**src/rtl/osd_dem_uart_16550_pkg.sv**
```systemverilog
// Shared constants for the 16550-compatible register front end of the UART debug module.
// Holds the register offsets, IIR codes, LSR/FCR/IER bit positions and the IIR priority encoder.
package osd_uart16550_pkg;

   localparam logic [2:0] REG_RBR_THR = 3'd0;
   localparam logic [2:0] REG_IER     = 3'd1;
   localparam logic [2:0] REG_IIR_FCR = 3'd2;
   localparam logic [2:0] REG_LCR     = 3'd3;
   localparam logic [2:0] REG_MCR     = 3'd4;
   localparam logic [2:0] REG_LSR     = 3'd5;
   localparam logic [2:0] REG_MSR     = 3'd6;
   localparam logic [2:0] REG_SCR     = 3'd7;

   localparam logic [7:0] IIR_NONE = 8'hC1;
   localparam logic [7:0] IIR_THRE = 8'hC2;
   localparam logic [7:0] IIR_RDA  = 8'hC4;

   localparam int LSR_DR   = 0;
   localparam int LSR_THRE = 5;
   localparam int LSR_TEMT = 6;

   localparam int FCR_RX_CLR = 1;
   localparam int FCR_TX_CLR = 2;

   localparam int IER_RDA  = 0;
   localparam int IER_THRE = 1;

   localparam int LCR_DLAB = 7;

   // Received data outranks THR-empty, as on a real 16550.
   function automatic logic [7:0] iirEncode(input logic rdaPending, input logic threPending);
      logic [7:0] code;
      code = IIR_NONE;
      if (rdaPending) begin
         code = IIR_RDA;
      end else if (threPending) begin
         code = IIR_THRE;
      end
      return code;
   endfunction

endpackage

```
**src/rtl/osd_dem_uart_16550_if.sv**
```systemverilog
// CPU-side Wishbone-style register bus of the 16550 front end.
// The CPU drives the master side; the register block is the slave.
interface osd_dem_uart_16550_if;

   logic [2:0] wb_adr_i;
   logic [7:0] wb_dat_i;
   logic       wb_we_i;
   logic       wb_cyc_i;
   logic       wb_stb_i;
   logic [7:0] wb_dat_o;
   logic       wb_ack_o;

   modport master (
      output wb_adr_i, wb_dat_i, wb_we_i, wb_cyc_i, wb_stb_i,
      input  wb_dat_o, wb_ack_o
   );

   modport slave (
      input  wb_adr_i, wb_dat_i, wb_we_i, wb_cyc_i, wb_stb_i,
      output wb_dat_o, wb_ack_o
   );

endinterface

```
**src/rtl/osd_dem_uart_16550_fifo.sv**
```systemverilog
// Synchronous character FIFO with show-ahead output; clear beats push, and a push
// into a full FIFO is only taken when a pop frees a slot in the same cycle.
module osd_uart16550_fifo #(
   parameter int WIDTH = 8,
   parameter int DEPTH = 16
) (
   input  logic             clk,
   input  logic             rst,
   input  logic             push,
   input  logic             pop,
   input  logic             clear,
   input  logic [WIDTH-1:0] din,
   output logic [WIDTH-1:0] dout,
   output logic             full,
   output logic             empty
);

   localparam int AW = $clog2(DEPTH);
   localparam logic [AW:0] PTR_ONE = 1;

   logic [WIDTH-1:0] mem_q [DEPTH];
   logic [AW:0]      wrPtr_q, wrPtr_d;
   logic [AW:0]      rdPtr_q, rdPtr_d;
   logic             doPop, doPush;

   // Pointers carry one extra wrap bit so full and empty are distinguishable.
   assign empty  = (wrPtr_q == rdPtr_q);
   assign full   = (wrPtr_q[AW] != rdPtr_q[AW]) && (wrPtr_q[AW-1:0] == rdPtr_q[AW-1:0]);
   assign doPop  = pop & ~empty;
   assign doPush = push & (~full | doPop);
   assign dout   = mem_q[rdPtr_q[AW-1:0]];

   always_comb begin
      wrPtr_d = wrPtr_q;
      rdPtr_d = rdPtr_q;
      if (clear) begin
         wrPtr_d = '0;
         rdPtr_d = '0;
      end else begin
         if (doPush) wrPtr_d = wrPtr_q + PTR_ONE;
         if (doPop)  rdPtr_d = rdPtr_q + PTR_ONE;
      end
   end

   always_ff @(posedge clk) begin
      if (rst) begin
         wrPtr_q <= '0;
         rdPtr_q <= '0;
      end else begin
         wrPtr_q <= wrPtr_d;
         rdPtr_q <= rdPtr_d;
      end
   end

   always_ff @(posedge clk) begin
      if (doPush && !clear) begin
         mem_q[wrPtr_q[AW-1:0]] <= din;
      end
   end

endmodule

```
**src/rtl/osd_dem_uart_16550.sv**
```systemverilog
// 16550-compatible register front end: THR characters go out to the debug module,
// host characters come back through RBR, with LSR status and a level interrupt.
module osd_dem_uart_16550
   import osd_uart16550_pkg::*;
#(
   parameter int TX_FIFO_DEPTH = 16,
   parameter int RX_FIFO_DEPTH = 16
) (
   input  logic                    clk,
   input  logic                    rst,
   osd_dem_uart_16550_if.slave     wb,
   output logic                    irq,
   output logic [7:0]              out_char,
   output logic                    out_valid,
   input  logic                    out_ready,
   input  logic [7:0]              in_char,
   input  logic                    in_valid,
   output logic                    in_ready
);

   logic       ack_q, ack_d;
   logic [7:0] dat_q, dat_d;
   logic [1:0] ier_q, ier_d;
   logic [7:0] lcr_q, lcr_d;
   logic [4:0] mcr_q, mcr_d;
   logic [7:0] scr_q, scr_d;
   logic [7:0] dll_q, dll_d;
   logic [7:0] dlm_q, dlm_d;
   logic       threIp_q, threIp_d;
   logic       txEmptyPrev_q;
   logic       irq_q, irq_d;

   logic       req, wrReq, rdReq, dlab;
   logic       txPush, txPop, txClear, txFull, txEmpty, thrAccepted;
   logic       rxPush, rxPop, rxClear, rxFull, rxEmpty;
   logic [7:0] txDout, rxDout;
   logic [7:0] iirVal, lsrVal, rdData;

   // An access is taken once, in the cycle before its ack.
   assign req   = wb.wb_cyc_i & wb.wb_stb_i & ~ack_q;
   assign wrReq = req & wb.wb_we_i;
   assign rdReq = req & ~wb.wb_we_i;
   assign dlab  = lcr_q[LCR_DLAB];

   assign txPush      = wrReq & (wb.wb_adr_i == REG_RBR_THR) & ~dlab;
   assign txPop       = out_valid & out_ready;
   assign txClear     = wrReq & (wb.wb_adr_i == REG_IIR_FCR) & wb.wb_dat_i[FCR_TX_CLR];
   assign thrAccepted = txPush & (~txFull | txPop);

   assign rxPush  = in_valid & in_ready;
   assign rxPop   = rdReq & (wb.wb_adr_i == REG_RBR_THR) & ~dlab;
   assign rxClear = wrReq & (wb.wb_adr_i == REG_IIR_FCR) & wb.wb_dat_i[FCR_RX_CLR];

   osd_uart16550_fifo #(.WIDTH(8), .DEPTH(TX_FIFO_DEPTH)) u_txFifo (
      .clk   (clk),
      .rst   (rst),
      .push  (txPush),
      .pop   (txPop),
      .clear (txClear),
      .din   (wb.wb_dat_i),
      .dout  (txDout),
      .full  (txFull),
      .empty (txEmpty)
   );

   osd_uart16550_fifo #(.WIDTH(8), .DEPTH(RX_FIFO_DEPTH)) u_rxFifo (
      .clk   (clk),
      .rst   (rst),
      .push  (rxPush),
      .pop   (rxPop),
      .clear (rxClear),
      .din   (in_char),
      .dout  (rxDout),
      .full  (rxFull),
      .empty (rxEmpty)
   );

   assign out_valid = ~txEmpty;
   assign out_char  = txDout;
   assign in_ready  = ~rxFull;
   assign irq       = irq_q;
   assign wb.wb_ack_o = ack_q;
   assign wb.wb_dat_o = dat_q;

   assign iirVal = iirEncode(ier_q[IER_RDA] & ~rxEmpty, ier_q[IER_THRE] & threIp_q);

   always_comb begin
      lsrVal           = 8'h00;
      lsrVal[LSR_DR]   = ~rxEmpty;
      lsrVal[LSR_THRE] = txEmpty;
      lsrVal[LSR_TEMT] = txEmpty & ~out_valid;
   end

   always_comb begin
      rdData = 8'h00;
      case (wb.wb_adr_i)
         REG_RBR_THR: rdData = dlab ? dll_q : (rxEmpty ? 8'h00 : rxDout);
         REG_IER:     rdData = dlab ? dlm_q : {6'b0, ier_q};
         REG_IIR_FCR: rdData = iirVal;
         REG_LCR:     rdData = lcr_q;
         REG_MCR:     rdData = {3'b0, mcr_q};
         REG_LSR:     rdData = lsrVal;
         REG_MSR:     rdData = 8'h00;
         REG_SCR:     rdData = scr_q;
         default:     rdData = 8'h00;
      endcase
   end

   always_comb begin
      ier_d = ier_q;
      lcr_d = lcr_q;
      mcr_d = mcr_q;
      scr_d = scr_q;
      dll_d = dll_q;
      dlm_d = dlm_q;
      if (wrReq) begin
         case (wb.wb_adr_i)
            REG_RBR_THR: if (dlab) dll_d = wb.wb_dat_i;
            REG_IER:     if (dlab) dlm_d = wb.wb_dat_i; else ier_d = wb.wb_dat_i[1:0];
            REG_LCR:     lcr_d = wb.wb_dat_i;
            REG_MCR:     mcr_d = wb.wb_dat_i[4:0];
            REG_SCR:     scr_d = wb.wb_dat_i;
            default:     ;
         endcase
      end
   end

   // THRE pending: set when TX drains or THRE gets enabled on an empty TX; clears take priority.
   always_comb begin
      threIp_d = threIp_q;
      if (txEmpty && !txEmptyPrev_q) begin
         threIp_d = 1'b1;
      end
      if (wrReq && (wb.wb_adr_i == REG_IER) && !dlab &&
          wb.wb_dat_i[IER_THRE] && !ier_q[IER_THRE] && txEmpty) begin
         threIp_d = 1'b1;
      end
      if (thrAccepted) begin
         threIp_d = 1'b0;
      end
      if (rdReq && (wb.wb_adr_i == REG_IIR_FCR) && (iirVal == IIR_THRE)) begin
         threIp_d = 1'b0;
      end
   end

   assign irq_d = (ier_q[IER_RDA] & ~rxEmpty) | (ier_q[IER_THRE] & threIp_q);
   assign ack_d = req;
   assign dat_d = rdReq ? rdData : dat_q;

   always_ff @(posedge clk) begin
      if (rst) begin
         ack_q         <= 1'b0;
         dat_q         <= 8'h00;
         ier_q         <= 2'b00;
         lcr_q         <= 8'h03;
         mcr_q         <= 5'h00;
         scr_q         <= 8'h00;
         dll_q         <= 8'h00;
         dlm_q         <= 8'h00;
         threIp_q      <= 1'b0;
         txEmptyPrev_q <= 1'b1;
         irq_q         <= 1'b0;
      end else begin
         ack_q         <= ack_d;
         dat_q         <= dat_d;
         ier_q         <= ier_d;
         lcr_q         <= lcr_d;
         mcr_q         <= mcr_d;
         scr_q         <= scr_d;
         dll_q         <= dll_d;
         dlm_q         <= dlm_d;
         threIp_q      <= threIp_d;
         txEmptyPrev_q <= txEmpty;
         irq_q         <= irq_d;
      end
   end

endmodule

```
**src/flat_wrapper.sv**
```systemverilog
// flat-port wrapper written by rule: the top's interface ports become plain ports
module osd_dem_uart_16550_flat import osd_uart16550_pkg::*;
#(
   parameter int TX_FIFO_DEPTH = 16,
   parameter int RX_FIFO_DEPTH = 16
)
  (clk, rst, irq, out_char, out_valid, out_ready, in_char, in_valid, in_ready, wb_wb_adr_i, wb_wb_dat_i, wb_wb_we_i, wb_wb_cyc_i, wb_wb_stb_i, wb_wb_dat_o, wb_wb_ack_o);
  osd_dem_uart_16550_if wb_i ();
  input  logic clk;
  input  logic rst;
  output logic irq;
  output logic [7:0] out_char;
  output logic out_valid;
  input  logic out_ready;
  input  logic [7:0] in_char;
  input  logic in_valid;
  output logic in_ready;
  input wire logic [$bits(wb_i.wb_adr_i)-1:0] wb_wb_adr_i;
  input wire logic [$bits(wb_i.wb_dat_i)-1:0] wb_wb_dat_i;
  input wire logic [$bits(wb_i.wb_we_i)-1:0] wb_wb_we_i;
  input wire logic [$bits(wb_i.wb_cyc_i)-1:0] wb_wb_cyc_i;
  input wire logic [$bits(wb_i.wb_stb_i)-1:0] wb_wb_stb_i;
  output wire logic [$bits(wb_i.wb_dat_o)-1:0] wb_wb_dat_o;
  output wire logic [$bits(wb_i.wb_ack_o)-1:0] wb_wb_ack_o;
  assign wb_i.wb_adr_i = wb_wb_adr_i;
  assign wb_i.wb_dat_i = wb_wb_dat_i;
  assign wb_i.wb_we_i = wb_wb_we_i;
  assign wb_i.wb_cyc_i = wb_wb_cyc_i;
  assign wb_i.wb_stb_i = wb_wb_stb_i;
  assign wb_wb_dat_o = wb_i.wb_dat_o;
  assign wb_wb_ack_o = wb_i.wb_ack_o;
  osd_dem_uart_16550 #(.TX_FIFO_DEPTH(TX_FIFO_DEPTH), .RX_FIFO_DEPTH(RX_FIFO_DEPTH)) u_core (.clk(clk), .rst(rst), .wb(wb_i), .irq(irq), .out_char(out_char), .out_valid(out_valid), .out_ready(out_ready), .in_char(in_char), .in_valid(in_valid), .in_ready(in_ready));
endmodule
```
**config.mk**
```make
export PLATFORM = sky130hd
export DESIGN_NAME = osd_dem_uart_16550_flat
export DESIGN_NICKNAME = d
export VERILOG_FILES = /design/src/rtl/osd_dem_uart_16550_pkg.sv /design/src/rtl/osd_dem_uart_16550_if.sv /design/src/rtl/osd_dem_uart_16550_fifo.sv /design/src/rtl/osd_dem_uart_16550.sv /design/src/flat_wrapper.sv
export SDC_FILE = /design/constraint.sdc
export NUM_CORES = 1
export LEC_CHECK = 0
export ABC_AREA = 1
export BUFFER_PORTS_ARGS = -buffer_cell sky130_fd_sc_hd__buf_2
export CAP_MARGIN = 10
export CORE_MARGIN = 1
export CORE_UTILIZATION = 50
export DETAILED_ROUTE_END_ITERATION = 10
export GPL_ROUTABILITY_DRIVEN = 1
export GPL_TIMING_DRIVEN = 0
export PLACE_DENSITY = 0.75
export SYNTH_ARGS = -nofsm -noshare
export SYNTH_HDL_FRONTEND = slang
export SYNTH_SLANG_ARGS = --single-unit
```
**constraint.sdc**
```tcl
create_clock -name clk -period 2.7 [get_ports clk]
set_clock_uncertainty 0.1 [all_clocks]
set_input_delay 0.27 -clock clk [delete_from_list [all_inputs] [get_ports clk]]
set_output_delay 0.27 -clock clk [all_outputs]
set_load 0.05 [all_outputs]
```
Word level (Yosys, flattened, before mapping) --
Memory sizes are Yosys's and may differ from the RTL's. A register that Yosys moved wholly into a read port is not among the register bits. Index checks and enable logic that the tools add are counted.
Word-level totals: memories kept 2, bits of input ports 26, output and inout bits 20, memory bits (writable) 256, bits in registers 71
Cells by class: bitwise logic cells 31, $add $sub $neg 4, eq/ne operators 14, mux-type cells 16, reduce and logical (&&, ||, !) cells 28
Memories:
- u_core.u_rxFifo.mem_q | depth 16, width 8, rd ports 1, clocked after Yosys merged registers in 1, write ports 1, RTL line osd_dem_uart_16550_fifo.sv:21 | logic [WIDTH-1:0] mem_q [DEPTH];
- u_core.u_txFifo.mem_q | depth 16, width 8, rd ports 1, clocked after Yosys merged registers in 1, write ports 1, RTL line osd_dem_uart_16550_fifo.sv:21
Operators with widths (count):
- $pmux W8 S8 | 1
- $mux W8 | 3
- $add A5 B1 Y5 const B | 4
- $and A1 B1 Y1 | 20
- $mux W4 | 4
- $eq A3 B3 Y1 const B | 4
- $logic_and A1 B1 Y1 | 12
- $eq A5 B5 Y1 | 2
- $reduce_and A3 Y1 | 3
- $eq A4 B4 Y1 | 2
- $eq A8 B8 Y1 const B | 1
- $not A1 Y1 | 7
- $eq A3 B2 Y1 const B | 2
- $mux W1 | 6
- $reduce_and A2 Y1 | 3
- $logic_not A1 Y1 | 5
- $or A1 B1 Y1 | 4
- $reduce_or A2 Y1 | 2
- $eq A3 B1 Y1 const B | 1
- $logic_not A3 Y1 | 1
- $mux W3 | 1
- $reduce_or A3 Y1 | 1
- $mux W2 | 1
- $ne A1 B1 Y1 | 2
- $reduce_bool A2 Y1 | 1

Longest topological paths before layout --
Gate-level depths: netlist (run 1).
word-level depth 11, depth in mapped cells 12, mapped depth without buffers 12

Hierarchy --
A second synthesis (run 1) with hierarchy kept.
Second synthesis, totals: cells, all modules 1374, area total of the unflattened synthesis 14307.5 um2
By module, submodules not included:
- osd_uart16550_fifo at u_core.u_txFifo | sequential area each 4124.0 um2, area each 5943.2 um2, cells each 506, instances 1
- osd_uart16550_fifo at u_core.u_rxFifo | sequential area each 4124.0 um2, area each 5939.4 um2, cells each 505, instances 1
- osd_dem_uart_16550 | sequential area each 1021.0 um2, area each 2424.8 um2, cells each 363, instances 1

Worst setup path before layout (run 1) --
Ideal clock, no wire load.
path type register -> register, start reg u_core.u_rxFifo.wrPtr_q[2], end mem u_core.u_rxFifo.mem_q[11][0], enable pin, clock period less this slack 2620 ps, stages on the path, launching flop included 9, data arrival time 2136 ps, path slack 80 ps, data required time 2217 ps, path buffers 1, cell sequence dfxtp_1 > buf_2 > xor2_1 > nor2_1 > nand3b_1 > nand2_2 > nor2_2 > inv_1 > nor3_1
Between the ends: cells in the longest elaborated chain, start to end 8, elaborated cells on any way between the ends 12, classes of those cells eq/ne (2); mux (2); bitwise (6); reduce/logical (2)
Ends and longest elaborated chain:
- start: declaration | RTL line osd_dem_uart_16550_fifo.sv:22 | logic [AW:0] wrPtr_q, wrPtr_d;
- start signal: assignment | RTL line osd_dem_uart_16550_fifo.sv:50 | wrPtr_q <= wrPtr_d;
- $eq A4 B4 Y1 * | RTL line osd_dem_uart_16550_fifo.sv:28 | assign full = (wrPtr_q[AW] != rdPtr_q[AW]) && (wrPtr_q[AW-1:0] == rdPtr_q[AW-1:0]);
- $logic_and A1 B1 Y1 * | RTL line osd_dem_uart_16550_fifo.sv:28
- $not A1 Y1 * | RTL line osd_dem_uart_16550.sv:80 | assign in_ready = ~rxFull;
- net in_ready | RTL line flat_wrapper.sv:17 | output logic in_ready;
- $and A1 B1 Y1 or $or A1 B1 Y1 (tied branches) | RTL line osd_dem_uart_16550.sv:50, osd_dem_uart_16550_fifo.sv:30
- $and A1 B1 Y1 * | RTL line osd_dem_uart_16550_fifo.sv:30 | assign doPush = push & (~full | doPop);
- $logic_and A1 B1 Y1 * | RTL line osd_dem_uart_16550_fifo.sv:56 | if (doPush && !clear) begin
- $mux W1 * | RTL line osd_dem_uart_16550_fifo.sv:56
- $mux W1 (not written as such) * | RTL line osd_dem_uart_16550_fifo.sv:57 | mem_q[wrPtr_q[AW-1:0]] <= din;
- end: declaration | RTL line osd_dem_uart_16550_fifo.sv:21
Mark *: on every way through the listed nets, which the timed path passes. The rest lies on a longest branch.

==> run summary, run 1 <==
Worst Setup End Kind: output port
most frequent CP cell: buf_2
delay-heaviest family, CP: buffers and inverters
Tcrit/Tclk final: 97.9%
post-route ant nets: 0
Vias/cell: 5.47
CTS root buffer: clkbuf_16
Synth Area in Compound Gates: 9.11%
row count: 61
number of stages on the worst setup path: 8
Nets: 1,498
area of the core: 27,900 µm²
worst hold path class: input pin to register
Initial DRC Count: 1,106
Synth cell types: 34
count of final setup violators: 0
worst path bufs/invs: 4
RSZ-0062 raised after global routing: true
Worst slew margin: 46.7%
CP max stage delay: 0.31 ns
area of the mapped netlist: 14,300 µm²
Placer Congestion: 0.908
CP startpoint kind: register
transition time of the tightest slew-check pin: 0.796 ns
Max-Cap Viols: 0
Clock Power Share: 43.8%
Mean Syn Cell Area: 10.4 µm²
Yosys reg bits: 335
sequential cell area fraction in the yosys report: 64.8%
Pleak: 6.38 nW
vias in the first global route: 9,760
Initial Util: 51.2%
outcome: finished, final reports clean
DRT Pass-1 Iters: 8
mux cell area share after synthesis: 2.24%
DRC viols: 0
# IOs: 46
CP Data Arrival Time: 2.27 ns
FF-to-FF setup slack: 0.18 ns
post-synthesis xor/xnor area fraction: 0.674%
worst r2r src: u_core.wb.wb_ack_o
Clock Path Buffers: 3
critical path cell sequence: buf_2 > buf_6 > buf_8 > mux2i_2 > o211ai_1 > nand3_1 > nand2_1 > buf_2
final hold violation count: 0
final WL: 35.0 mm
Sw Share: 23.0%
hpwl dp: 23.6 mm
clock tree from TritonCTS: built
critical path class: register to output port
top cells by area, synth: edfxtp_1, dfxtp_1, nand2_1, inv_1, nand3_1
total power draw: 0.0116 W
sequential share of power: 48.4%
CTS Buf Count: 36
GRT Util Overall: 24.3%
placed insts: 1,802
H-tree levels: 2
P&R area growth vs syn: 14.2%
peak supply drop: 0.529 mV
Yosys top cell by area: edfxtp_1
Avg WL per Cell: 18.7 µm
Crit-path slowest cell: dfxtp_1
RR Endpoint: u_core.u_rxFifo.mem_q[4][2]
final std cells w/o fill: 1,868
Critical Path End: out_char[3]
Sw Pwr: 0.00267 W
Post-DP Area: 15,000 µm²
CTS Sinks: 335
share of cells above drive strength 1: 11.7%
Synth top area share: 53.7%
Final Critical Period: 2.64 ns
post-synthesis simple-gate area fraction: 15.6%
maximum number of pins on one net before global-route repair: 20
Pint: 0.00892 W
Post-Layout Inst Area: 16,300 µm²
Die W: 171 µm
Mapped Cells: 1,379
P per Cell Area: 710 nW/µm²
initial antenna violation count: 0
largest family of logic cells by synthesized area: simple AND/OR/NAND/NOR gates
total number of vias: 10,200
Fmax achieved: 0.378 GHz
Critical Path Fanout Max: 10
# diodes: 0
# port buffers: 44
adder-cell area share of the yosys netlist: 0.875%
Layout Utilization: 58.5%
worst r2r path cells: 8
Gate power share: 7.8%
DIE AREA: 29,300 µm²
YS warnings: 0
Clk Latency, worst-skew pair: 0.53 ns
Slew Limit Fails: 0
CP Data Required Time: 2.33 ns
Reg clk slew, reported paths: 0.06 ns
gr ovfl total: 0
Syn Nets: 1,415
Die Y-Extent: 171 µm
global-route wire length before repair: 53.3 mm
-- metrics by stage --
step | TNS, ns | setup slack [ns] | hold slack, ns
4_1_cts | 0 | 0.00386 | 0.0105
3_3_place_gp | -2.99 | -0.230 | 0.328
6_report | 0 | 0.0555 | 0.0231
3_5_place_dp | -2.28 | -0.142 | 0.340
5_1_grt | -0.151 | -0.0443 | 0.0458
2_1_floorplan | 0 | 0.0802 | 0.269
-- how the worst min path moves through the flow --
stage                            start  cells after the start                          end  slack [ns]
finish                             rst                      4              u_core.mcr_q[4]        0.02
global route                  in_valid                      3   u_core.u_rxFifo.wrPtr_q[1]        0.05
CTS                                rst                      4              u_core.mcr_q[4]        0.01
detailed placement  u_core.wb.wb_ack_o                      1           u_core.wb.wb_ack_o        0.34
global placement    u_core.wb.wb_ack_o                      1           u_core.wb.wb_ack_o        0.33
floorplan                   in_char[0]                      0  u_core.u_rxFifo.mem_q[0][0]        0.27
-- sequential cells by signal, indices dropped and copies added, names as in the netlist, named ones only --
register / flops
u_core.u_txFifo.rdPtr_q: 5
u_core.dll_q: 8
u_core.ier_q: 2
u_core.wb.wb_ack_o: 1
u_core.u_rxFifo.wrPtr_q: 5
u_core.threIp_q: 1
u_core.lcr_q: 8
u_core.u_txFifo.mem_q: 128
u_core.txEmptyPrev_q: 1
u_core.scr_q: 8
u_core.u_txFifo.wrPtr_q: 5
u_core.u_rxFifo.rdPtr_q: 5
u_core.u_rxFifo.mem_q: 128
u_core.irq: 1
u_core.mcr_q: 5
u_core.dlm_q: 8
u_core.wb.wb_dat_o: 8
-- kinds of logic (layout without fill, tap and decap cells) --
group	Yosys count	after routing
buf+inv	243	354
flops	335	335
fa+ha+maj	10	10
mux	32	32
xor+xnor	11	11
simple gates	512	512
compound gates	236	236
-- per-layer routing --
| layer | track usage, % | wire, µm | up-vias |
|---|---|---|---|
| met2 | 39.3 | 16700 | 463 |
| met3 | 4.09 | 2890 | 72 |
| met5 | 0 | 0 | - |
| met4 | 9.67 | 1000 | 0 |
| met1 | 32.7 | 14400 | 4838 |
| li1 | - | - | 4840 |
-- cell type report --
cell class / instances / area [µm²]
multi-input cells: 801 / 4110
flip-flops and latches: 335 / 9270
repair buffers: 46 / 255
well taps: 378 / 473
plain buffers: 59 / 307
clock buffers: 52 / 1000
fillers: 2287 / 11600
clock inverters: 14 / 229
inverters: 183 / 689
-- power groups by stage --
stage | combinational, W | clock [W] | sequential, W
finish | 0.000906 | 0.00508 | 0.00561
global route | 0.000970 | 0.00533 | 0.00561
CTS | 0.000873 | 0.00511 | 0.00561
detailed placement | 0.000858 | 0 | 0.00572
global placement | 0.000832 | 0 | 0.00571
floorplan | 0.000536 | 0 | 0.00573
-- cells in the mapped netlist, drive strengths merged --
library cell  count
o21ai            84
edfxtp          256
nand4             5
nand2           305
inv             183
mux2i            32
nor2             62
nand3           129
buf              32
a31oi             1
ha               10
o21bai            1
nor4              1
nand3b            1
xor2              6
a211oi            8
dfxtp            79
clkbuf           28
xnor2             5
a21oi           110
o211ai           32
nor3              9
-- worst reg2reg max path, stage by stage (launching register included) --
cell     delay, ns
dfxtp_1       0.34
nor2_1        0.07
nand2_2       0.27
inv_1         0.14
nand2_1       0.16
nor2_1        0.11
nor2_2        0.18
nand2_1       0.17
nor2_1        0.62
-- cell usage in the layout, fill, tap and decap left out, types with 2 or more instances in the layout --
cell type,Yosys,routed
nand2_1,299,299
clkbuf_8,0,4
nor3_4,3,3
clkinvlp_4,0,2
o211ai_1,32,32
inv_6,0,2
nor2_4,2,2
nand4_1,5,5
mux2i_2,0,3
inv_2,9,9
clkbuf_16,0,36
nor3_2,0,2
mux2i_1,32,29
nand3_1,127,127
inv_1,173,173
nor2_2,3,10
nand2_4,3,3
buf_1,3,2
buf_6,0,4
buf_4,6,8
a211oi_2,2,2
clkinv_1,0,3
ha_1,10,10
nand3_2,2,2
xnor2_1,5,5
edfxtp_1,256,256
clkbuf_2,0,6
nor3_1,6,4
clkbuf_4,0,2
nor2_1,57,50
xor2_1,6,6
o21ai_0,83,82
a211oi_1,6,6
buf_2,23,60
dfxtp_1,79,79
nand2_2,3,3
a21oi_1,110,110
clkbuf_1,28,33
bufinv_16,0,5
-- what timing repair did --
action / in CTS / in global routing
hold endpoints to repair: 1 / 0
setup buffers: 0 / 0
hold buffers: 1 / 0
gates cloned: 0 / 0
pin swaps: 1 / 0
setup endpoints to repair: 24 / 41
gates resized for setup: 12 / 28
Power figures use the tool's default switching activity.
==> run 2, diff against run 1 <==
--- a/config.mk
+++ b/config.mk
@@ -10,6 +10,7 @@
 export CAP_MARGIN = 10
 export CORE_MARGIN = 1
 export CORE_UTILIZATION = 50
+export CTS_BUF_LIST = sky130_fd_sc_hd__clkbuf_8 sky130_fd_sc_hd__clkbuf_16
 export DETAILED_ROUTE_END_ITERATION = 10
 export GPL_ROUTABILITY_DRIVEN = 1
 export GPL_TIMING_DRIVEN = 0
==> run 2 against run 1 <==
  * Design area did not move
  * Global-route usage did not move
  * Final cell count did not move
  * Combinational power barely moved
  * Largest cell class unchanged
  * First-iteration DRC count fell by 1.2%
  * Critical path type unchanged
  * Routed wire length rose by 0.11%
  * Sequential share of layout area did not move
  * Register-to-register slack barely moved
  * Flip-flop and latch count did not move
  * Via count rose by 0.70%
  * Fmax fell by 0.94%
  * Largest power group unchanged
==> run summary, run 2 (synthesis results as in run 1) <==
CP Data Arrival Time: 2.30 ns
H-tree levels: 2
outcome: finished, final reports clean
DIE AREA: 29,300 µm²
most frequent cells in the layout: nand2_1, edfxtp_1, inv_1
RSZ-0062 raised after global routing: true
CP max stage delay: 0.36 ns
Avg WL per Cell: 18.7 µm
Nets: 1,498
leading cell type in the layout, fill and taps excluded: nand2_1
placed insts: 1,802
transition time of the tightest slew-check pin: 0.818 ns
Die Y-Extent: 171 µm
hpwl dp: 23.6 mm
count of final setup violators: 0
Layout fillers: 2,287
Layout Utilization: 58.5%
# IOs: 46
CP Data Required Time: 2.33 ns
Max-Cap Viols: 0
worst hold path class: input pin to register
GRT Util Overall: 24.3%
DRC viols: 0
Die W: 171 µm
# diodes: 0
P&R area growth vs syn: 14.2%
Tcrit/Tclk final: 98.9%
gr ovfl total: 0
Setup Buffers After CTS: 0
Initial DRC Count: 1,093
Pleak: 6.43 nW
peak supply drop: 0.530 mV
Critical Path Fanout Max: 10
post-route ant nets: 0
maximum number of pins on one net before global-route repair: 20
CTS root buffer: clkbuf_16
Post-Layout Inst Area: 16,300 µm²
Reg clk slew, reported paths: 0.06 ns
# port buffers: 44
total number of vias: 10,300
worst path bufs/invs: 4
share of cells above drive strength 1: 11.7%
Vias/cell: 5.51
Placer Congestion: 0.908
P per Cell Area: 708 nW/µm²
final setup margin: 0.0302 ns
Worst Setup End Kind: output port
row count: 61
vias in the first global route: 9,760
Crit-path slowest cell: o211ai_1
final hold violation count: 0
final WL: 35.0 mm
final std cells w/o fill: 1,868
total power draw: 0.0116 W
initial antenna violation count: 0
Final Critical Period: 2.67 ns
Worst slew margin: 45.2%
global-route wire length before repair: 53.3 mm
Initial Util: 51.2%
clock tree from TritonCTS: built
Fmax achieved: 0.375 GHz
most frequent CP cell: buf_6
CTS Sinks: 335
Clk Latency, worst-skew pair: 0.53 ns
delay-heaviest family, CP: buffers and inverters
CP startpoint kind: register
critical path cell sequence: buf_2 > buf_6 > buf_6 > mux2i_1 > o211ai_1 > nand3_1 > nand2_1 > buf_4
critical path class: register to output port
Slew Limit Fails: 0
CTS Buf Count: 36
area of the core: 27,900 µm²
DRT Pass-1 Iters: 5
Clock Path Buffers: 3
Place WS: -0.142 ns
Post-DP Area: 15,000 µm²
## run 2: cell types whose count changed in the layout (fill, tap and decap cells not counted), sizes merged
cell / delta
clkbuf: -12
inv: +12
## run 2: area by class of cell
cell class	instances	area [µm²]	share of cell area, %
plain buffers	59	307	1.88
clock buffers	40	956	5.85
clock inverters	26	274	1.68
inverters	183	689	4.22
multi-input cells	801	4110	25.2
flip-flops and latches	335	9270	56.8
well taps	378	473	2.90
repair buffers	46	255	1.56
## run 2: through the flow
stage / setup TNS [ns] / hold slack, ns
after global placement: -2.99 / 0.328
after global routing: -0.151 / 0.0458
after detailed placement: -2.28 / 0.340
after floorplan: 0 / 0.269
after CTS: 0 / 0.0105
final: 0 / 0.0245
## run 2: what timing repair did
action                                  4_1_cts  5_1_grt
endpoints found under the hold margin         1        0
hold buffers                                  1        0
resized for setup                            12       28
endpoints found under the setup margin       24       41
pin swaps                                     1        0
## run 2: report_power, final
part           internal (W)  total [W]  switching, W
Clock               0.00304    0.00504       0.00200
Sequential          0.00559    0.00561     0.0000248
Combinational      0.000255   0.000906      0.000651
Total               0.00888     0.0116       0.00268
## run 2: metal layers
metal / share of wire, % / GRT usage [%]
met4: 3.0 / 9.67
met5: 0 / 0
met3: 8.1 / 4.09
met1: 41 / 32.7
met2: 48 / 39.3
## run 2: worst paths after layout
path	start	endpoint	slack, ns	cells past startpoint
max	register	out_char[4]	0.03	8
min	rst	u_core.mcr_q[4]	0.02	4
max reg2reg	u_core.wb.wb_ack_o	u_core.u_rxFifo.mem_q[4][2]	0.18	8
min reg2reg	u_core.wb.wb_ack_o	u_core.wb.wb_ack_o	0.34	1
## run 2: tightest hold or removal path, cell delays in order
cell and delay, ns:
buf_2 0.10, inv_1 0.10, o21ai_0 0.09, a21oi_1 0.04
